===== src/rtl/ber_ctrl_pkg.sv =====
// Shared definitions for the BER measurement controller and its register
// file: command word layout, opcodes and the sequencer state encoding.
package ber_ctrl_pkg;

   // Command word layout: {opcode[31:24], enable[23], data[22:0]}
   localparam int CMD_W  = 32;
   localparam int OP_MSB = 31;
   localparam int OP_LSB = 24;
   localparam int EN_BIT = 23;
   localparam int DATA_W = 23;

   // Register-file opcodes
   localparam logic [7:0] OP_RST     = 8'h00;  // data 1 = hold counters in reset
   localparam logic [7:0] OP_EN      = 8'h01;  // data = per-lane enable mask
   localparam logic [7:0] OP_PHASE   = 8'h02;  // data = sampling phase
   localparam logic [7:0] OP_RD_BASE = 8'h80;  // 0x80..0x87 select read-back word
   localparam logic [7:0] OP_LATCH   = 8'h88;  // snapshot all counters

   localparam logic [DATA_W-1:0] DATA_EN_ALL = 23'h7;

   // Read-back words, in order: bit_re hi/lo, bit_im hi/lo, err_re hi/lo, err_im hi/lo
   localparam int NUM_WORDS = 8;

   typedef enum logic [3:0] {
      S_IDLE    = 4'd0,
      S_RST_ON  = 4'd1,
      S_RST_OFF = 4'd2,
      S_SET_PH  = 4'd3,
      S_EN      = 4'd4,
      S_RUN     = 4'd5,
      S_LATCH   = 4'd6,
      S_DIS     = 4'd7,
      S_RD_CMD  = 4'd8,
      S_RD_WAIT = 4'd9,
      S_RD_CAP  = 4'd10,
      S_OUT     = 4'd11,
      S_ABORT   = 4'd12,
      S_DONE    = 4'd13
   } ber_state_e;

   // Build an enabled command word
   function automatic logic [CMD_W-1:0] make_cmd(input logic [7:0] op,
                                                 input logic [DATA_W-1:0] data);
      logic [CMD_W-1:0] w;
      w                 = '0;
      w[OP_MSB:OP_LSB]  = op;
      w[EN_BIT]         = 1'b1;
      w[DATA_W-1:0]     = data;
      return w;
   endfunction

endpackage


===== src/rtl/ber_window_timer.sv =====
// Measurement-window down-counter. A load of 0 is treated as 1 so the
// window always lasts at least one cycle; expire is high on the last cycle.
module ber_window_timer #(
   parameter int WIN_LEN = 32
) (
   input  logic               clk,
   input  logic               rst,
   input  logic               load,
   input  logic [WIN_LEN-1:0] len,
   input  logic               tick,
   output logic               expire
);

   localparam logic [WIN_LEN-1:0] ONE = WIN_LEN'(1);

   logic [WIN_LEN-1:0] cnt;

   // Load the window length, then count down once per tick until empty
   always_ff @(posedge clk) begin
      if (rst) begin
         cnt <= '0;
      end else if (load) begin
         cnt <= (len == '0) ? ONE : len;
      end else if (tick && (cnt != '0)) begin
         cnt <= cnt - ONE;
      end
   end

   assign expire = (cnt == ONE);

endmodule


===== src/rtl/ber_sequencer.sv =====
// BER measurement sequencer: programs the register file through gpio_cmd,
// runs a timed window, latches the counters and streams the eight count
// words out on rd_data/rd_idx.
//
// Output handshake: rd_valid rises with rd_data/rd_idx already valid; the
// three stay unchanged while rd_valid && !rd_ready; a word is transferred on
// a rising clk edge where rd_valid && rd_ready (unless abort is also high,
// in which case the word is dropped); rd_valid falls on the cycle after.
module ber_sequencer
   import ber_ctrl_pkg::*;
#(
   parameter int GPIO_LEN = 32,
   parameter int WIN_LEN  = 32
) (
   input  logic                clk,
   input  logic                rst,
   input  logic                start,
   input  logic                abort,
   input  logic [1:0]          phase,
   input  logic [WIN_LEN-1:0]  window_len,
   output logic [GPIO_LEN-1:0] gpio_cmd,
   input  logic [GPIO_LEN-1:0] gpio_rsp,
   output logic [GPIO_LEN-1:0] rd_data,
   output logic [2:0]          rd_idx,
   output logic                rd_valid,
   input  logic                rd_ready,
   output logic                busy,
   output logic                done,
   output ber_state_e          state_dbg
);

   localparam logic [2:0] LAST_IDX = 3'(NUM_WORDS - 1);

   ber_state_e state;
   logic [1:0] phase_q;
   logic [2:0] idx;
   logic       abort_hit;
   logic       timer_load;
   logic       run_tick;
   logic       run_expire;

   // abort is honoured everywhere except where the sequence is already ending
   assign abort_hit  = abort && !(state inside {S_IDLE, S_ABORT, S_DONE});
   assign timer_load = (state == S_IDLE) && start && !abort;
   assign run_tick   = (state == S_RUN);
   assign state_dbg  = state;

   ber_window_timer #(.WIN_LEN(WIN_LEN)) u_timer (
      .clk    (clk),
      .rst    (rst),
      .load   (timer_load),
      .len    (window_len),
      .tick   (run_tick),
      .expire (run_expire)
   );

   // Sequencer FSM; each command is registered on entry to its state so it
   // is on gpio_cmd for exactly that state's single cycle
   always_ff @(posedge clk) begin
      if (rst) begin
         state    <= S_IDLE;
         gpio_cmd <= '0;
         rd_data  <= '0;
         rd_idx   <= '0;
         rd_valid <= 1'b0;
         busy     <= 1'b0;
         done     <= 1'b0;
         phase_q  <= '0;
         idx      <= '0;
      end else begin
         gpio_cmd <= '0;
         done     <= 1'b0;
         if (abort_hit) begin
            state    <= S_ABORT;
            gpio_cmd <= GPIO_LEN'(make_cmd(OP_EN, 23'd0));
            rd_valid <= 1'b0;
            busy     <= 1'b1;
         end else begin
            case (state)
               S_IDLE: begin
                  if (start && !abort) begin
                     state    <= S_RST_ON;
                     phase_q  <= phase;
                     idx      <= '0;
                     busy     <= 1'b1;
                     gpio_cmd <= GPIO_LEN'(make_cmd(OP_RST, 23'd1));
                  end
               end
               S_RST_ON: begin
                  state    <= S_RST_OFF;
                  gpio_cmd <= GPIO_LEN'(make_cmd(OP_RST, 23'd0));
               end
               S_RST_OFF: begin
                  state    <= S_SET_PH;
                  gpio_cmd <= GPIO_LEN'(make_cmd(OP_PHASE, {21'd0, phase_q}));
               end
               S_SET_PH: begin
                  state    <= S_EN;
                  gpio_cmd <= GPIO_LEN'(make_cmd(OP_EN, DATA_EN_ALL));
               end
               S_EN: begin
                  state <= S_RUN;
               end
               S_RUN: begin
                  if (run_expire) begin
                     state    <= S_LATCH;
                     gpio_cmd <= GPIO_LEN'(make_cmd(OP_LATCH, 23'd0));
                  end
               end
               S_LATCH: begin
                  state    <= S_DIS;
                  gpio_cmd <= GPIO_LEN'(make_cmd(OP_EN, 23'd0));
               end
               S_DIS: begin
                  state    <= S_RD_CMD;
                  gpio_cmd <= GPIO_LEN'(make_cmd(OP_RD_BASE | {5'd0, idx}, 23'd0));
               end
               S_RD_CMD: begin
                  state <= S_RD_WAIT;
               end
               S_RD_WAIT: begin
                  state <= S_RD_CAP;
               end
               S_RD_CAP: begin
                  state    <= S_OUT;
                  rd_data  <= gpio_rsp;
                  rd_idx   <= idx;
                  rd_valid <= 1'b1;
               end
               S_OUT: begin
                  if (rd_ready) begin
                     rd_valid <= 1'b0;
                     if (idx == LAST_IDX) begin
                        state <= S_DONE;
                        done  <= 1'b1;
                     end else begin
                        state    <= S_RD_CMD;
                        idx      <= idx + 3'd1;
                        gpio_cmd <= GPIO_LEN'(make_cmd(OP_RD_BASE | {5'd0, idx + 3'd1}, 23'd0));
                     end
                  end
               end
               S_DONE: begin
                  state <= S_IDLE;
                  busy  <= 1'b0;
               end
               S_ABORT: begin
                  state <= S_IDLE;
                  busy  <= 1'b0;
               end
               default: begin
                  state <= S_IDLE;
                  busy  <= 1'b0;
               end
            endcase
         end
      end
   end

endmodule


===== config.mk =====
export PLATFORM = sky130hd
export DESIGN_NAME = ber_sequencer
export DESIGN_NICKNAME = d
export VERILOG_FILES = /design/src/rtl/ber_ctrl_pkg.sv /design/src/rtl/ber_window_timer.sv /design/src/rtl/ber_sequencer.sv
export SDC_FILE = /design/constraint.sdc
export NUM_CORES = 1
export LEC_CHECK = 0
export CORE_ASPECT_RATIO = 1.75
export CORE_MARGIN = 3
export CORE_UTILIZATION = 35
export CTS_CLUSTER_DIAMETER = 60
export DETAILED_ROUTE_END_ITERATION = 8
export GPL_ROUTABILITY_DRIVEN = 0
export PLACE_DENSITY = 0.63
export SYNTH_ARGS = -nofsm -noshare
export SYNTH_HDL_FRONTEND = slang
export SYNTH_SLANG_ARGS = --single-unit

===== constraint.sdc =====
create_clock -name clk -period 2.68 [get_ports clk]
set_input_delay 0.536 -clock clk [delete_from_list [all_inputs] [get_ports clk]]
set_output_delay 0.536 -clock clk [all_outputs]
set_load 0.1 [all_outputs]

# Word level (Yosys, flattened, before mapping)

Cells that the tools add are included.

Add/sub/neg operators: 2
Multipliers: 0
Div/mod/pow operators: 0
Order comparisons: 0
Equal/unequal tests: 23
Shift-type cells: 0
Multiplexer cells: 25
Bitwise logic cells: 3
Reductions and logical operators: 24

Operator list:

| cell                                                | number |
|---|---|
| case mux 32 bit (8 select lines)                    | 1 |
| 2-to-1 mux 32 bit                                   | 6 |
| case mux 4 bit (12 select lines)                    | 1 |
| == test 32 x 1 -> 1 bit (second input constant)     | 1 |
| logical NOT 32 bit                                  | 1 |
| nonzero test 32 bit                                 | 1 |
| subtractor 32 x 1 -> 32 bit (second input constant) | 1 |
| 2-to-1 mux 25 bit                                   | 1 |
| == test 4 bit (second input constant)               | 6 |
| 2-to-1 mux 24 bit                                   | 1 |
| == test 4 x 3 -> 1 bit (second input constant)      | 4 |
| 2-to-1 mux 4 bit                                    | 4 |
| 2-to-1 mux 3 bit                                    | 4 |
| OR reduction 11 bit                                 | 1 |
| AND reduction 3 bit                                 | 3 |
| == test 4 x 2 -> 1 bit (second input constant)      | 2 |
| inequality test 2 bit (second input constant)       | 3 |
| inequality test 3 bit (second input constant)       | 2 |
| case mux 3 bit (2 select lines)                     | 1 |
| AND reduction 2 bit                                 | 3 |
| nonzero test 2 bit                                  | 3 |
| logical AND 1 bit                                   | 5 |
| AND reduction 5 bit                                 | 1 |
| == test 4 x 1 -> 1 bit (second input constant)      | 1 |
| 12 further kinds                                    | 20 |

Register bits after elaboration: 111
Bits in latches: 0
Bits in writable memories: 0
Memory bits (read-only): 0
Bits of input ports: 71
Output and inout port bits: 74
Word-level logic and storage cells: 89
Memories kept: 0

# Logic depth before layout (Yosys ltp)

Gate-level depths: netlist (run 1).

Depth after elaboration: 6
Mapped depth: 9
Mapped depth without buffers: 7

# By module

Synthesis (run 1) repeated with hierarchy kept, for this count alone.

Cells, all modules: 587
Area total of the unflattened synthesis: 4785.8 sq um

By module, submodules not included:

| module           | instances | cells an instance | area an instance (sq um) | sequential area each (sq um) |
|---|---|---|---|---|
| ber_sequencer    | 1         | 314               | 2571.2                   | 1121.1 |
| ber_window_timer | 1         | 273               | 2214.6                   | 640.6 |

# Least setup slack after synthesis (run 1)

No wires, ideal clock.

Path kind: flip-flop to flip-flop
From: reg state[2] (netlist: state_dbg[2])
To: reg u_timer.cnt[23]
Library setup time: 135 ps
Arrival: 2798 ps
Slack: -253 ps
Cell stages (with the launch flop): 9
Path buffers: 1
Period minus slack after synthesis: 2933 ps
Path through: dfxtp_1 -> inv_1 -> ha_1 -> nor3b_1 -> and2_1 -> clkbuf_1 -> or4_1 -> o311ai_0 -> o41ai_1

Longest elaborated chain between the ends: 4
Elaborated cells between the ends (all ways): 7

Ends and longest elaborated chain:

| item                                                    | RTL line               | text |
|---|---|---|
| start, declared                                         | ber_sequencer.sv:34    | `ber_state_e state;` |
| start signal, assigned                                  | ber_sequencer.sv:61    | `state <= S_IDLE;` |
| start signal, assigned                                  | ber_sequencer.sv:74    | `state <= S_ABORT;` |
| start signal, assigned                                  | ber_sequencer.sv:82    | `state <= S_RST_ON;` |
| logical NOT 4 bit                                       | ber_sequencer.sv:44    | `assign timer_load = (state == S_IDLE) && start && !abort;` |
| logical AND 1 bit (2 in a row)                          | ber_sequencer.sv:44    |  |
| 2-to-1 mux 32 bit or nonzero test 2 bit (tied branches) | -                      |  |
| end signal, assigned                                    | ber_window_timer.sv:23 | `cnt <= (len == '0) ? ONE : len;` |
| end signal, assigned                                    | ber_window_timer.sv:25 | `cnt <= cnt - ONE;` |
| end, declared                                           | ber_window_timer.sv:16 | `logic [WIN_LEN-1:0] cnt;` |

Parallel ways exist; a longest one is shown, timed or not.
A chain may end at the register's enable or synchronous reset.

# Worst setup path in the final report (run 1)

From: reg u_timer.cnt[0]
To: reg u_timer.cnt[22]

Longest elaborated chain between the ends: 3
Elaborated cells between the ends (all ways): 6

Ends and longest elaborated chain:

| item                                                               | RTL line                                       | text |
|---|---|---|
| subtractor 32 x 1 -> 32 bit or nonzero test 32 bit (tied branches) | ber_window_timer.sv:25, ber_window_timer.sv:24 |  |
| 2-to-1 mux 32 bit or logical AND 1 bit (tied branches)             | ber_window_timer.sv:24                         | `end else if (tick && (cnt != '0)) begin` |
| 2-to-1 mux 32 bit or nonzero test 2 bit (tied branches)            | -                                              |  |

Parallel ways exist; a longest one is shown, timed or not. The select of a mux whose other input is x is not followed.

==> results of run 1 <==
## worst max path at each step
| stage | startpoint | to | slack (ns) | cells after the start |
|---|---|---|---|---|
| 6_report | u_timer.cnt[0] | u_timer.cnt[22] | 0.1 | 7 |
| 5_1_grt | state_dbg[3] | u_timer.cnt[25] | 0.02 | 8 |
| 4_1_cts | u_timer.cnt[0] | u_timer.cnt[22] | 0.01 | 7 |
| 3_5_place_dp | u_timer.cnt[0] | u_timer.cnt[30] | 0.02 | 7 |
| 3_3_place_gp | u_timer.cnt[0] | u_timer.cnt[22] | 0.10 | 7 |
| 2_1_floorplan | u_timer.cnt[0] | u_timer.cnt[22] | 0.13 | 8 |
## critical path: stages, from the launching register on
cell and delay (ns):
dfxtp_1 0.35, inv_1 0.09, ha_1 0.21, or4b_1 0.53, nor4_4 0.34, o2111ai_2 0.24, or4_1 0.45, a311oi_1 0.28
## cells in the mapped netlist (3+ instances only)
cell,count
nor3_1,17
a31oi_1,4
a211oi_1,14
or4_1,14
nand3_1,11
nor2_1,44
nand4_1,4
clkbuf_1,34
buf_4,23
o21ai_0,12
a311oi_1,12
a21oi_1,51
ha_1,11
nand2_1,95
nor2b_1,3
a32oi_1,3
o31ai_1,12
xnor2_1,3
xor2_1,7
or3_1,14
and3_1,4
dfxtp_1,88
inv_1,8
nor4_1,15
o211ai_1,7
o311ai_0,5
nand2b_1,3
## where the power goes
part           leakage [nW]  total [mW]  internal [mW]  switching (mW)
Sequential            0.715        1.67           1.49           0.180
Combinational          1.44        2.64          0.893            1.75
Clock                 0.144        1.22          0.650           0.569
## sequential cells by signal (all words and copies together), names as in the netlist
| name | flops |
|---|---|
| rd_idx | 3 |
| idx | 3 |
| done | 1 |
| rd_data | 32 |
| gpio_cmd | 9 |
| busy | 1 |
| u_timer.cnt | 32 |
| state_dbg | 4 |
| phase_q | 2 |
| rd_valid | 1 |
## routing by layer
layer  vias to the layer above  routed length [um]
li1                       2249                   -
met4                         0                 391
met2                       181                7260
met3                        31                 740
met1                      2157                5270
met5                         -                   0
## placed cells by master (no fill, tap or decap), types with 3 or more instances in the layout
cell type,n
a32oi_1,3
nor4_1,15
xor2_1,7
nor2_1,44
ha_1,11
nor2b_1,3
a311oi_1,12
o211ai_1,7
nand4_1,4
inv_1,8
dfxtp_2,3
o311ai_0,5
o21ai_0,12
xnor2_1,3
nand3_1,11
conb_1,23
o31ai_1,12
clkbuf_16,9
nand2b_1,3
a21oi_1,51
inv_6,5
nor3_1,16
dfxtp_1,85
nand2_1,95
a31oi_1,4
or3_1,14
and3_1,4
or4_1,14
a211oi_1,14
clkdlybuf4s50_1,69
buf_4,76
## area by class of cell
type	instances	area share, %
clock buffers	9	3.71
clock inverters	7	0.989
inverters	8	0.495
multi-input cells	427	40.8
flip-flops and latches	88	29.1
well taps	168	3.46
repair buffers	148	21.5
## per-stage QoR
step / power [mW] / setup WS (ns) / std cells / util [%]
after global routing: 5.88 / 0.0154 / 855 / 48.6
final: 5.53 / 0.0994 / 855 / 48.6
after global placement: 4.27 / 0.103 / 839 / 46.3
after detailed placement: 4.31 / 0.0164 / 839 / 46.3
after CTS: 5.55 / 0.00984 / 855 / 48.6
after floorplan: 3.54 / 0.135 / 582 / -
## cell families (layout without fill, tap and decap cells)
logic type                 after synthesis  count (layout)  share of synthesized area, %
xor gates and xnor gates                10              10                          1.95
other                                    1              23                        0.0835
adders and majority gates               11              11                          3.07
and+or+nand+nor                        241             241                          26.7
buffers and inverters                   67             172                          7.58
AOI/OAI and AO/OA                      141             141                          21.1
DFF                                     88              88                          39.2
muxes                                    1               1                         0.251
==> results.py, run 1 <==
metrics = {
    "outcome": {
        "status": "complete, no violations",
    },
    "sta": {
        "fin_skew_ns": 0.00798,
        "setup_violations": 0,
        "rsz0062_at_grt": "no",
        "hold_viol_final": 0,
        "fmax_mhz": 388,
        "slew_headroom_pct": 65.9,
        "tightest_slew_ns": 0.507,
        "period_needed_ns": 2.58,
        "fin_crit_sh_pct": 96.3,
        "setup_tns_ns": 0,
        "finalMaxSlewViolations": 0,
        "whs_ns": 0.455,
    },
    "layout": {
        "diodes": 0,
        "syn2layout_area_growth_pct": 35.3,
        "finalNetCount": 764,
        "fill_cells": 1248,
        "multiInputGateArea_um2": 2470,
        "drive_gt1_share_pct": 15.9,
        "regArea_um2": 1770,
        "fin_area_um2": 6070,
    },
    "yosys": {
        "ys_seq_elements": 88,
        "syn_inst": 560,
        "synth_area_leader_cell": "dfxtp_1",
        "synth_top_area_share_pct": 39.2,
        "ys_seq_area_share_pct": 39.2,
        "netlist_area_um2": 4490,
        "async_reset_ff_share_pct": 0,
        "synth_edf_count": 0,
        "synth_area_leaders": "dfxtp_1, nand2_1, a21oi_1, buf_4, nor2_1",
        "avgSynthCellArea_um2": 8.02,
        "yosysUniqueCellTypes": 57,
        "synth_top_flop_cell": "dfxtp_1",
        "yosysWarnings": 0,
    },
    "route": {
        "wl_per_cell_um": 16.0,
        "wirelength_um": 13700,
        "vias": 4618,
        "drtPass1Iterations": 5,
        "viasPerCell": 5.40,
        "antenna_left": 0,
        "drt_iter0_markers": 189,
        "drc_errors": 0,
    },
    "clocking": {
        "postCtsSetupBuffers": 0,
        "cts.clk_slew.worst_paths_ns": 0.07,
        "cts_tree": "yes",
        "clock_sinks": 88,
        "holdBufCountCts": 0,
        "clk-insertion-delay-late_ns": 0.34,
        "cts_root_buf": "clkbuf_16",
        "cts_inserted_buffers": 9,
        "cts_max_level": 3,
        "ctsResizeCount": 0,
        "clockBufferDepth": 2,
    },
    "setup_path": {
        "reg2reg_from": "u_timer.cnt[0]",
        "start_kind": "flop",
        "arrival_ns": 2.83,
        "required_ns": 2.93,
        "end_kind": "flop",
        "path_class": "reg -> reg",
        "reg2reg_depth": 7,
        "cp_max_fo": 6,
        "r2r_slack_ns": 0.1,
        "r2r_end": "u_timer.cnt[22]",
    },
    "global_route": {
        "grt_busiest_layer": "met2",
        "grt_usage_pct": 18.9,
        "grt_max_degree": 45,
        "met3_usage_pct": 3.62,
        "first_global_vias": 4543,
        "antenna_found_initial": 0,
        "use_met2_pct": 35.9,
        "met1_usage_pct": 20.3,
        "grt_overflow": 0,
        "grt_pass1_wl_um": 22000,
    },
    "power": {
        "powerDensity_nw_per_um2": 911,
        "vdd_drop_max_uv": 524,
        "power_leakage_nw": 2.30,
    },
    "min_path": {
        "min_to": "rd_data[20]",
        "hold_start": "rd_data[20]",
        "holdPathStages": 2,
        "min_path_type": "reg -> reg",
    },
    "flow_run": {
        "cap_violations": 0,
    },
    "placement": {
        "placed_area_um2": 5790,
        "numPortBuffers": 121,
        "hpwl_um": 10300,
    },
    "floorplanning": {
        "placementRows": 54,
        "die-area_um2": 14300,
        "ios": 145,
        "start_util_pct": 35.9,
        "die_height_um": 156,
        "die_x_um": 91.6,
        "core_area_um2": 12500,
    },
}
(Power assumes the default switching activity.)
==> run 2: changes to the inputs <==
- ABC_AREA: default -> 1
- PLACE_DENSITY: 0.63 -> 0.61
- SETUP_SLACK_MARGIN: default -> 0.15
==> run 2 against run 1 <==
Largest power group unchanged. Critical endpoint is now u_timer.cnt[19]. Sequential cell count unchanged. Sequential power increased by 13%. Cell count increased by 28%. Highest routed layer unchanged. Largest cell class unchanged. Count of clock-buffer cells in the layout unchanged.
==> results.py, run 2 <==
metrics = {
    "setup_path": {
        "arrival_ns": 2.49,
        "reg2reg_depth": 10,
        "end_kind": "flop",
        "cp_max_fo": 27,
        "critical_path.max_stage_delay_ns": 0.36,
        "start_kind": "flop",
        "cp_common_cell": "nor2_1",
        "slowest_stage": "dfxtp_2",
        "crit_chain": "inv_1 > ha_1 > nand3_2 > nor3_4 > inv_2 > nand2_8 > clkinv_4 > nor2_1 > nor2_1 > nor2_1",
        "required_ns": 2.96,
        "path_class": "reg -> reg",
    },
    "global_route": {
        "grt_usage_pct": 19.0,
        "grt_max_degree": 39,
        "grt_overflow": 0,
        "first_global_vias": 5102,
        "grt_pass1_wl_um": 25000,
        "antenna_found_initial": 0,
    },
    "yosys": {
        "synth_xor_area_share_pct": 0.846,
        "yosysMostFrequentCell": "nor2_1",
        "avgSynthCellArea_um2": 6.52,
        "synth-simple-area-share_pct": 34.2,
        "syn_inst": 794,
        "yosysWarnings": 0,
        "synth_edf_count": 0,
        "ys_seq_elements": 88,
        "netlist_area_um2": 5180,
        "synth_area_leaders": "dfxtp_1, nor2_1, nand2_1, o21ai_0, inv_1",
        "synth_top_family_by_area": "simple AND/OR/NAND/NOR gates",
        "synth_mux_area_share_pct": 0.193,
        "ys_seq_area_share_pct": 34.0,
        "synth_top_flop_cell": "dfxtp_1",
        "synth_area_leader_cell": "dfxtp_1",
        "synthTopCellsByCount": "nor2_1, nand2_1, dfxtp_1",
        "async_reset_ff_share_pct": 0,
        "synth-compound-area-share_pct": 15.1,
        "synthAdderAreaFrac_pct": 2.66,
        "synth_top_area_share_pct": 34.0,
        "yosysUniqueCellTypes": 42,
    },
    "clocking": {
        "cts_inserted_buffers": 9,
        "clk-insertion-delay-late_ns": 0.34,
        "clockBufferDepth": 2,
        "cts_max_level": 3,
        "cts.clk_slew.worst_paths_ns": 0.07,
        "holdBufCountCts": 0,
        "clock_sinks": 88,
        "ctsResizeCount": 0,
        "postCtsSetupBuffers": 0,
        "cts_tree": "yes",
        "cts_root_buf": "clkbuf_16",
    },
    "power": {
        "p_total_mw": 8.32,
        "power_leakage_nw": 2.99,
        "vdd_drop_max_uv": 438,
        "powerDensity_nw_per_um2": 1260,
    },
    "route": {
        "drtPass1Iterations": 4,
        "drt-met1-wl_um": 5690,
        "antenna_left": 0,
        "dr_wl_met3_um": 743,
        "viasPerCell": 4.82,
        "topRoutingLayerUsed": "met4",
        "dr_wl_met2_um": 8600,
        "vias": 5263,
        "wirelength_um": 15600,
        "drc_errors": 0,
        "drt_iter0_markers": 229,
        "wl_per_cell_um": 14.3,
    },
    "placement": {
        "numPortBuffers": 121,
        "hpwl_um": 12000,
        "place_inst": 1075,
    },
    "sta": {
        "slew_headroom_pct": 57.8,
        "fin_skew_ns": 0.00795,
        "tightest_slew_ns": 0.632,
        "rsz0062_at_grt": "no",
        "fin_crit_sh_pct": 82.5,
        "period_needed_ns": 2.21,
        "fmax_mhz": 453,
        "setup_tns_ns": 0,
        "setup_violations": 0,
        "finalMaxSlewViolations": 0,
        "hold_viol_final": 0,
    },
    "floorplanning": {
        "die_x_um": 97.9,
        "placementRows": 58,
        "start_util_pct": 35.9,
        "die_height_um": 167,
        "core_area_um2": 14400,
        "die-area_um2": 16300,
        "ios": 145,
    },
    "layout": {
        "final_cell_mix": "nor2_1, nand2_1, dfxtp_1, inv_1, o21ai_0",
        "syn2layout_area_growth_pct": 27.8,
        "final_common_cell": "nor2_1",
        "finalNetCount": 988,
        "fin_cells": 1091,
        "drive_gt1_share_pct": 13.4,
        "diodes": 0,
        "fill_cells": 1535,
        "largestRegisters": "rd_data (32), u_timer.cnt (32), gpio_cmd (9)",
    },
    "flow_run": {
        "cap_violations": 0,
    },
    "outcome": {
        "status": "complete, no violations",
    },
    "min_path": {
        "holdPathStages": 2,
        "min_path_type": "reg -> reg",
    },
}
run 2: changes by cell type after synthesis, sizes merged, moves of 15 or more:
cell / before / now
inv: 8 / 87
o21ai: 12 / 97
nor2: 44 / 216
nand2: 95 / 126
clkbuf: 34 / 15
or4: 15 / 0
nor4: 17 / 0
a21oi: 51 / 32
nand3: 11 / 41
run 2: path summary, 6_finish.rpt:
| kind | startpoint | end | slack (ns) |
|---|---|---|---|
| worst max-delay path | state_dbg[2] | u_timer.cnt[19] | 0.47 |
| worst min-delay path | rd_data[24] | rd_data[24] | 0.48 |
| worst max register to register | state_dbg[2] | u_timer.cnt[19] | 0.47 |
| worst min register to register | rd_data[24] | rd_data[24] | 0.48 |
run 2: layout make-up:
class                           instances  area [um^2]  area share, %
Tap cell                              180          225           3.40
Inverter                               89          340           5.14
Clock buffer                            9          225           3.40
Timing Repair Buffer                  129         1160           17.5
Clock inverter                          7         76.3           1.15
Multi-Input combinational cell        589         2830           42.8
Sequential cell                        88         1760           26.7
run 2: stage by stage:
| step | util, % | setup WS, ns | area, um^2 | hold WS (ns) |
|---|---|---|---|---|
| 6_report | 45.8 | 0.470 | 6620 | 0.482 |
| 2_1_floorplan | - | 0.366 | 5260 | 0.458 |
| 3_3_place_gp | 43.7 | 0.364 | 6320 | 0.464 |
| 5_1_grt | 45.8 | 0.214 | 6620 | 0.506 |
| 4_1_cts | 45.8 | 0.426 | 6620 | 0.489 |
| 3_5_place_dp | 43.7 | 0.305 | 6320 | 0.474 |
run 2: layer usage:
| layer | track usage [%] | vias up |
|---|---|---|
| met5 | 0 | - |
| met4 | 8.50 | 0 |
| met3 | 4.19 | 32 |
| met2 | 37.0 | 154 |
| met1 | 18.5 | 2376 |
| li1 | - | 2701 |
run 2: power breakdown:
group	switching [mW]	leakage [nW]	internal [mW]	total (mW)
Sequential	0.302	0.715	1.59	1.89
Clock	0.557	0.143	0.731	1.29
Combinational	3.60	2.13	1.55	5.14
Total	4.46	2.99	3.87	8.32
run 2: worst max-delay path: cells and delay by family (launching register included):
kind / cells / cell delay, ns
DFF: 1 / 0.36
buffers and inverters: 3 / 0.59
and+or+nand+nor: 6 / 0.87
adders and majority gates: 1 / 0.32
run 2: logic make-up (layout without fill, tap and decap cells):
| logic type | count (synthesis) | count (layout) |
|---|---|---|
| flops | 88 | 88 |
| other cells | 1 | 23 |
| compound gates | 144 | 144 |
| mux | 1 | 1 |
| buf+inv | 139 | 234 |
| xor+xnor | 5 | 5 |
| fa+ha+maj | 11 | 11 |
| simple gates | 405 | 405 |
==> run 3: changes to the inputs <==
- PLACE_DENSITY: 0.61 -> 0.59
- clock period: 2.68 -> 2.11 ns (I/O delays scaled with it)
==> run 3 against run 2 <==
Via count increased by 0.67%. Clock skew increased by 0.0017 ns. Worst setup slack got worse by 0.20 ns. Largest cell class unchanged. Non-clock buffer count increased by 14. Hold slack got worse by 0.0065 ns. Critical endpoint is now u_timer.cnt[22]. First-iteration DRC count decreased by 15%.
==> results.py, run 3 (same netlist as run 2, synthesis figures left out) <==
metrics = {
    "floorplanning": {
        "start_util_pct": 35.9,
        "core_area_um2": 14400,
        "die_x_um": 97.9,
        "die-area_um2": 16300,
        "ios": 145,
        "die_height_um": 167,
        "placementRows": 58,
    },
    "layout": {
        "syn2layout_area_growth_pct": 31.5,
        "final_cell_mix": "nor2_1, nand2_1, dfxtp_1, o21ai_0, inv_1",
        "multiInputGateArea_um2": 2860,
        "fill_cells": 1495,
        "drive_gt1_share_pct": 15.8,
        "diodes": 0,
        "final_common_cell": "nor2_1",
        "finalNetCount": 1002,
        "regArea_um2": 1770,
        "largestRegisters": "rd_data (32), u_timer.cnt (32), gpio_cmd (9)",
    },
    "setup_path": {
        "end_kind": "flop",
        "path_class": "reg -> reg",
        "r2r_slack_ns": 0.27,
        "crit_chain": "inv_1 > ha_2 > nand2_4 > nor2_8 > nand2_4 > clkinv_2 > nand2_4 > nand2_8 > nand2_8 > buf_12 > o21ai_0 > nor2_1 > nor2_1",
        "cp_max_fo": 16,
        "start_kind": "flop",
        "reg2reg_depth": 13,
        "slowest_stage": "dfxtp_2",
        "required_ns": 2.35,
        "r2r_end": "u_timer.cnt[22]",
        "arrival_ns": 2.08,
        "critical_path.max_stage_delay_ns": 0.37,
        "reg2reg_from": "u_timer.cnt[0]",
        "cp_common_cell": "nand2_4",
    },
    "global_route": {
        "met3_usage_pct": 3.44,
        "grt_busiest_layer": "met2",
        "grt_pass1_wl_um": 25700,
        "first_global_vias": 5180,
        "grt_usage_pct": 19.5,
        "grt_overflow": 0,
        "met1_usage_pct": 20.3,
        "grt_max_degree": 44,
        "use_met2_pct": 37.5,
        "antenna_found_initial": 0,
    },
    "clocking": {
        "cts.clk_slew.worst_paths_ns": 0.07,
        "cts_root_buf": "clkbuf_16",
        "cts_max_level": 3,
        "clk-insertion-delay-late_ns": 0.34,
        "cts_tree": "yes",
        "holdBufCountCts": 0,
        "clock_sinks": 88,
        "clockBufferDepth": 2,
        "cts_inserted_buffers": 9,
        "postCtsSetupBuffers": 0,
    },
    "route": {
        "viasPerCell": 4.79,
        "vias": 5298,
        "drtPass1Iterations": 4,
        "wirelength_um": 16000,
        "antenna_left": 0,
        "drc_errors": 0,
        "wl_per_cell_um": 14.5,
        "drt_iter0_markers": 195,
    },
    "placement": {
        "numPortBuffers": 121,
        "hpwl_um": 12300,
        "pre_cts_slack_ns": 0.141,
    },
    "power": {
        "vdd_drop_max_uv": 630,
        "powerDensity_nw_per_um2": 1600,
        "pwr-share-clk_pct": 14.6,
        "power.internal_mw": 5.09,
        "power_leakage_nw": 3.08,
        "p_sw_mw": 5.79,
        "p_sw_share_pct": 53.2,
        "seqPwrFrac_pct": 22.2,
        "power_frac_comb_pct": 63.2,
    },
    "sta": {
        "rsz0062_at_grt": "yes",
        "hold_viol_final": 0,
        "final.setup.worst_slack_ns": 0.269,
        "setup_violations": 0,
        "fin_skew_ns": 0.00968,
        "period_needed_ns": 1.84,
        "finalMaxSlewViolations": 0,
        "fmax_mhz": 543,
        "setup_tns_ns": 0,
        "fin_crit_sh_pct": 87.2,
    },
    "min_path": {
        "holdPathStages": 2,
        "min_path_type": "reg -> reg",
        "min_to": "busy",
        "hold_start": "busy",
    },
    "outcome": {
        "status": "complete, no violations",
    },
    "flow_run": {
        "cap_violations": 0,
    },
}
-- run 3: cell type report --
| class | instances | share of cell area (%) |
|---|---|---|
| multi-input combinational | 589 | 42.0 |
| tap | 180 | 3.31 |
| inverter | 89 | 5.18 |
| clock inverter | 6 | 0.735 |
| clock buffer | 10 | 3.51 |
| timing repair buffer | 143 | 19.3 |
| sequential | 88 | 26.0 |
-- run 3: routing by layer --
metal | up-vias | wire length [um]
met3 | 31 | 731
met5 | - | 0
met2 | 148 | 8760
li1 | 2734 | -
met4 | 0 | 551
met1 | 2385 | 6000
-- run 3: timing repair --
action / 4_1_cts / 5_1_grt
pin swaps: 0 / 0
gates resized for setup: 1 / 5
setup endpoints to repair: 3 / 34
-- run 3: worst max path at each step --
stage,from,slack (ns),end
after CTS,u_timer.cnt[0],0.17,u_timer.cnt[22]
after global routing,u_timer.cnt[1],0.11,u_timer.cnt[31]
after global placement,start,0.16,u_timer.cnt[7]
final,u_timer.cnt[0],0.27,u_timer.cnt[22]
after detailed placement,start,0.14,u_timer.cnt[7]
after floorplan,state_dbg[2],0.18,rd_data[0]
-- run 3: power by group through the flow --
stage	Sequential, mW	Clock [mW]	Combinational [mW]
after floorplan	3.25	0	4.33
after global placement	2.44	0	6.79
after detailed placement	2.45	0	6.82
after CTS	2.41	1.62	6.87
after global routing	2.47	1.68	7.62
final	2.42	1.58	6.88
-- run 3: per-stage QoR --
stage          instances  total power, mW  util (%)  instance area (um^2)  hold WS (ns)
2_1_floorplan        816             7.58         -                  5300         0.458
3_3_place_gp        1089             9.23      45.0                  6500         0.464
3_5_place_dp        1089             9.27      45.0                  6500         0.472
4_1_cts             1105             10.9      47.1                  6800         0.482
5_1_grt             1105             11.8      47.2                  6810         0.503
6_report            1105             10.9      47.2                  6810         0.476
-- run 3: worst max-delay path: cells and delay by family (launching register included) --
family	cells	cell delay [ns]
flops	1	0.37
compound gates	1	0.09
buf+inv	3	0.32
simple gates	8	0.74
fa+ha+maj	1	0.22
